===== src/rtl/bypass_network.sv =====
// bypass_network: forwards in-flight producer results to consumer sources and detects load-use hazards.
module bypass_network #(
  parameter int DATA_W  = 32,
  parameter int REG_AW  = 5,
  parameter int NUM_SRC = 2,
  parameter int DEPTH   = 3
) (
  input  logic                        clk,
  input  logic                        rst_n,
  input  logic                        freeze,
  input  logic                        wr_valid,
  input  logic [REG_AW-1:0]           wr_reg,
  input  logic [DATA_W-1:0]           wr_data,
  input  logic                        wr_is_load,
  input  logic [DATA_W-1:0]           ld_data,
  input  logic [NUM_SRC*REG_AW-1:0]   src_reg,
  input  logic [NUM_SRC*DATA_W-1:0]   src_rf_data,
  output logic [NUM_SRC*DATA_W-1:0]   fwd_data,
  output logic [NUM_SRC-1:0]          fwd_hit,
  output logic [NUM_SRC*3-1:0]        fwd_slot,
  output logic                        hazard_stall,
  output logic [15:0]                 stall_count
);
  logic [DEPTH-1:0]   v, p;
  logic [REG_AW-1:0]  r [DEPTH];
  logic [DATA_W-1:0]  d [DEPTH];
  logic [NUM_SRC-1:0] m_any, m_pend;
  logic [2:0]         m_idx [NUM_SRC];
  logic [DATA_W-1:0]  m_data [NUM_SRC];
  // Scan oldest to youngest so the youngest matching slot is the one left standing.
  always_comb begin
    m_any = '0;
    m_pend = '0;
    for (int i = 0; i < NUM_SRC; i++) begin
      m_idx[i] = '0;
      m_data[i] = '0;
      for (int k = DEPTH - 1; k >= 0; k--)
        if (v[k] && r[k] == src_reg[i*REG_AW +: REG_AW] && src_reg[i*REG_AW +: REG_AW] != '0) begin
          m_any[i] = 1'b1;
          m_pend[i] = p[k];
          m_idx[i] = 3'(k);
          m_data[i] = d[k];
        end
    end
  end
  always_comb begin
    fwd_data = src_rf_data;
    fwd_slot = '0;
    fwd_hit = m_any & ~m_pend;
    hazard_stall = |(m_any & m_pend);
    for (int i = 0; i < NUM_SRC; i++) begin
      fwd_data[i*DATA_W +: DATA_W] = fwd_hit[i] ? m_data[i] : src_rf_data[i*DATA_W +: DATA_W];
      fwd_slot[i*3 +: 3] = fwd_hit[i] ? m_idx[i] : 3'd0;
    end
  end
  // A pending load resolves as it moves from slot 0 to slot 1, so only slot 0 can ever be pending.
  always_ff @(posedge clk or negedge rst_n) begin
    if (!rst_n) begin
      v <= '0;
      p <= '0;
      stall_count <= '0;
      for (int k = 0; k < DEPTH; k++) begin
        r[k] <= '0;
        d[k] <= '0;
      end
    end else if (!freeze) begin
      for (int k = 1; k < DEPTH; k++) begin
        v[k] <= v[k-1];
        r[k] <= r[k-1];
        d[k] <= (k == 1 && p[0]) ? ld_data : d[k-1];
        p[k] <= (k == 1) ? 1'b0 : p[k-1];
      end
      v[0] <= !hazard_stall && wr_valid;
      r[0] <= hazard_stall ? '0 : wr_reg;
      d[0] <= hazard_stall ? '0 : wr_data;
      p[0] <= !hazard_stall && wr_valid && wr_is_load;
      if (hazard_stall && stall_count != 16'hFFFF)
        stall_count <= stall_count + 16'd1;
    end
  end
endmodule


===== config.mk =====
export PLATFORM = sky130hd
export DESIGN_NAME = bypass_network
export DESIGN_NICKNAME = d
export VERILOG_FILES = /design/src/rtl/bypass_network.sv
export SDC_FILE = /design/constraint.sdc
export NUM_CORES = 1
export LEC_CHECK = 0
export CELL_PAD_IN_SITES_DETAIL_PLACEMENT = 0
export CELL_PAD_IN_SITES_GLOBAL_PLACEMENT = 1
export CORE_UTILIZATION = 38
export CTS_CLUSTER_DIAMETER = 30
export DETAILED_ROUTE_END_ITERATION = 6
export PLACE_DENSITY_LB_ADDON = 0.1
export SLEW_MARGIN = 20
export SYNTH_ARGS = -nofsm -noshare
export SYNTH_HDL_FRONTEND = slang
export SYNTH_SLANG_ARGS = --single-unit

===== constraint.sdc =====
create_clock -name clk -period 8.3 [get_ports clk]
set_input_delay 1.66 -clock clk [delete_from_list [all_inputs] [get_ports clk]]
set_output_delay 1.66 -clock clk [all_outputs]
set_load 0.05 [all_outputs]

==> summary.md <==
| Metric | Value |
|---|---|
| Crit-path cells | clkdlybuf4s50_1 > or4_1 > o211a_1 > nand2_1 > buf_4 > nand3_1 > a311oi_1 > a21o_1 > clkdlybuf4s50_1 |
| FFs w/ async S/R, synth | between 90% and 100% |
| Leak | 4.659 nW |
| Die area | 0.02139 mm2 |
| Routed WL per cell | 18.72 um |
| Setup Buffers After CTS | 0 |
| Height of the die | ~150 um |
| Pre-antenna DRT Iters | 5 |
| Post-layout min period | 7.045 ns |
| Drt via density | between 5 and 6 |
| Clock Tree Root | clkbuf_16 |
| Reg2reg setup slack | approximately 5.6 ns |
| R2r startpoint | r[12] |
| Seq/Total Area, Yosys | around 41% |
| Cts hold-fix bufs | 0 |
| Post-Synthesis Cell Area | slightly below 0.008 mm2 |
| Antenna violations before repair | 0 |
| Hold Path Class | reg -> reg |
| Top delay family on crit path | buffers and inverters |
| Worst r2r path cells | 8 |
| DRC | 0 |
| Rows | between 50 and 60 |
| Clk sinks | between 100 and 150 |
| Critical path endpoint | fwd_data[48] |
| Total track usage | between 20 and 25% |
| Final setup violation count | 0 |
| Pwr Density | 185.6 mW/mm2 |
| Dominant synthesized flop cell | dfrtp_1 |
| Final hold vios | 0 |
| Routed WL | around 26,000 um |
| Io pins | ~240 |
| Crit path max fanout | 22 |
| Critical Path AT | 5.38 ns |
| Final Skew | between 0.015 and 0.02 ns |
| Number of distinct library cells after synthesis | 40 |
| Rel. slew slack | between 30 and 40% |
| DRT iter0 DRCs | 400 |
| HPWL after DPL | about 16,000 um |
| Slowest stage delay, CP | approximately 0.79 ns |
| Nets | 1,249 |
| Post-synth EDFFs | 0 |
| Number of global-route vias before repair | roughly 7,400 |
| Post-CTS sizing | 0 |
| Area Growth Syn to Fin | 39.26% |
| CP Class | in -> out |
| CP required | between 6 and 7 ns |
| Worst-path clk slew | about 0.060 ns |
| R2R Path End | stall_count[12] |
| Setup_tns | 0 ns |
| Area contributors post-synth | dfrtp_1 41%, nand2_1 7.4%, mux2_2 6.4%, a21o_1 5.5%, o21ai_0 4.5% |
| Max_cap viols | 0 |
| Crit. Startpoint | src_reg[6] |
| Share of post-route cells with drive strength above 1 | approximately 9.8% |
| Largest net degree at the start of global routing | approximately 100 |
| IO buf count | roughly 230 |
| Synth Warn # | 0 |
| Die span in x | 146.3 um |
| Worst Tran Pin Value | 0.9895 ns |
| Synth top area share | 41.46% |
| CTS buffer count | 17 |
| Post-Synthesis Cells | between 900 and 1,000 |
| CTS Buffer Depth | 2 |
| H-Tree Depth | 4 |
| Stages on worst setup path | 9 |
| Synth Register Bits | 131 |
| Slew Limit Fails | 0 |
| RSZ-0062 raised after global routing | no |
| Final hold slack | about 0.5 ns |
| Syn_area_per_cell | slightly below 9 um2 |
| Most frequent cell after synthesis | nand2_1 |
| Final period util | 84.87% |
| Peak VDD IR | about 0.13 mV |
| Core area | 0.02030 mm2 |
| Worst-skew pair later-pin latency | about 0.44 ns |
| First-pass GRT wire length | approximately 41,000 um |
| Antenna cells | 0 |
| CTS tree | yes |
| Starting Density | between 30% and 40% |
| Status | completed |
| Kind of start point of the critical path | primary input |
| Fmax | ~140 MHz |
| Aggregate global routing overflow | 0 |
| Crit path top cell by count | clkdlybuf4s50_1 |
| GP Congestion | roughly 0.83 |
| Antenna viol nets, final | 0 |
| Commonest cells in the netlist | 155 x nand2_1, 131 x dfrtp_1, 71 x nor2_1, 71 x o21ai_0, 66 x nand3_1 |
| Area leader, netlist | dfrtp_1 |
| Slowest-stage cell, CP | clkdlybuf4s50_1 |
| Worst Path Buf+Inv | 3 |
| Critical path capture point type | output port |
| Total number of vias | 7,503 |
[per-stage QoR]
step / instances / power, mW / instance area (um2) / utilization [%] / setup WS [ns]
6_report: 1383 / 2.044 / 11010 / 54.25 / 1.255
5_1_grt: 1383 / 2.137 / 11010 / 54.25 / 1.025
4_1_cts: 1383 / 2.062 / 11010 / 54.25 / 1.238
3_5_place_dp: 1351 / 1.287 / 10410 / 51.30 / 1.244
3_3_place_gp: 1351 / 1.283 / 10410 / 51.30 / 1.283
2_1_floorplan: 912 / 1.081 / 7911 / - / 2.278
[cell usage in the layout, fill, tap and decap left out, types with 27 or more instances in the layout]
master / count
mux2i_1: 32
a21o_1: 58
xnor2_1: 32
a21oi_1: 35
mux2_2: 45
a211oi_1: 35
clkdlybuf4s50_1: 232
o21ai_0: 71
nand3_1: 66
nand2_1: 155
a311oi_1: 27
dfrtp_1: 130
nor2_1: 71
[power breakdown]
| part | switching, mW | total, mW | internal, mW |
|---|---|---|---|
| clock | 0.333 | 0.770 | 0.437 |
| sequential | 0.0783 | 0.794 | 0.715 |
| combinational | 0.265 | 0.480 | 0.216 |
[worst reg2reg max path, delay by kind of cell, from the launching register on]
kind                      cells  cell delay [ns]
buffers and inverters         2             0.79
AOI/OAI and AO/OA             1             0.09
xor gates and xnor gates      1             0.16
DFF                           1             0.46
muxes                         1             0.13
and+or+nand+nor               3             1.00
[flip-flops by register name (all words and copies together), names as in the netlist]
| register | flops |
|---|---|
| v | 3 |
| p | 1 |
| r | 15 |
| stall_count | 16 |
| d | 96 |
[metal layers]
layer | up-vias | GRT usage, % | share of wire, %
met2 | 224 | 39.71 | 47
li1 | 3608 | - | -
met1 | 3635 | 32.96 | 46
met4 | 0 | 8.229 | 2.1
met5 | - | 0 | 0
met3 | 36 | 5.594 | 5.6
[worst min-delay path by stage]
stage | cells after the start | slack [ns] | to | from
6_report | 2 | 0.50 | d[95] | d[95]
5_1_grt | 1 | 0.53 | stall_count[6] | stall_count[6]
4_1_cts | 1 | 0.51 | stall_count[6] | stall_count[6]
3_5_place_dp | 1 | 0.49 | stall_count[6] | stall_count[6]
3_3_place_gp | 2 | 0.46 | d[95] | d[95]
2_1_floorplan | 2 | 0.44 | d[95] | d[95]
[cell families after synthesis]
| logic type | count (synthesis) | synth area share (%) |
|---|---|---|
| AND/OR/NAND/NOR | 330 | 17.96 |
| buffers and inverters | 87 | 4.731 |
| multiplexers | 77 | 10.46 |
| XOR/XNOR | 44 | 4.873 |
| other | 1 | 0.04742 |
| AO/OA/AOI/OAI | 240 | 20.32 |
| adder cells (fa/ha/maj) | 1 | 0.1582 |
| flip-flops | 131 | 41.46 |
[final cells by class]
type	count	area, um2
Fill cell	1943	9288
Multi-Input combinational cell	694	4297
Sequential cell	131	3279
Timing Repair Buffer	250	2477
Clock buffer	18	439.2
Tap cell	270	337.8
Clock inverter	14	158.9
Inverter	6	22.52
No activity file was read; power rests on OpenSTA's default activity.
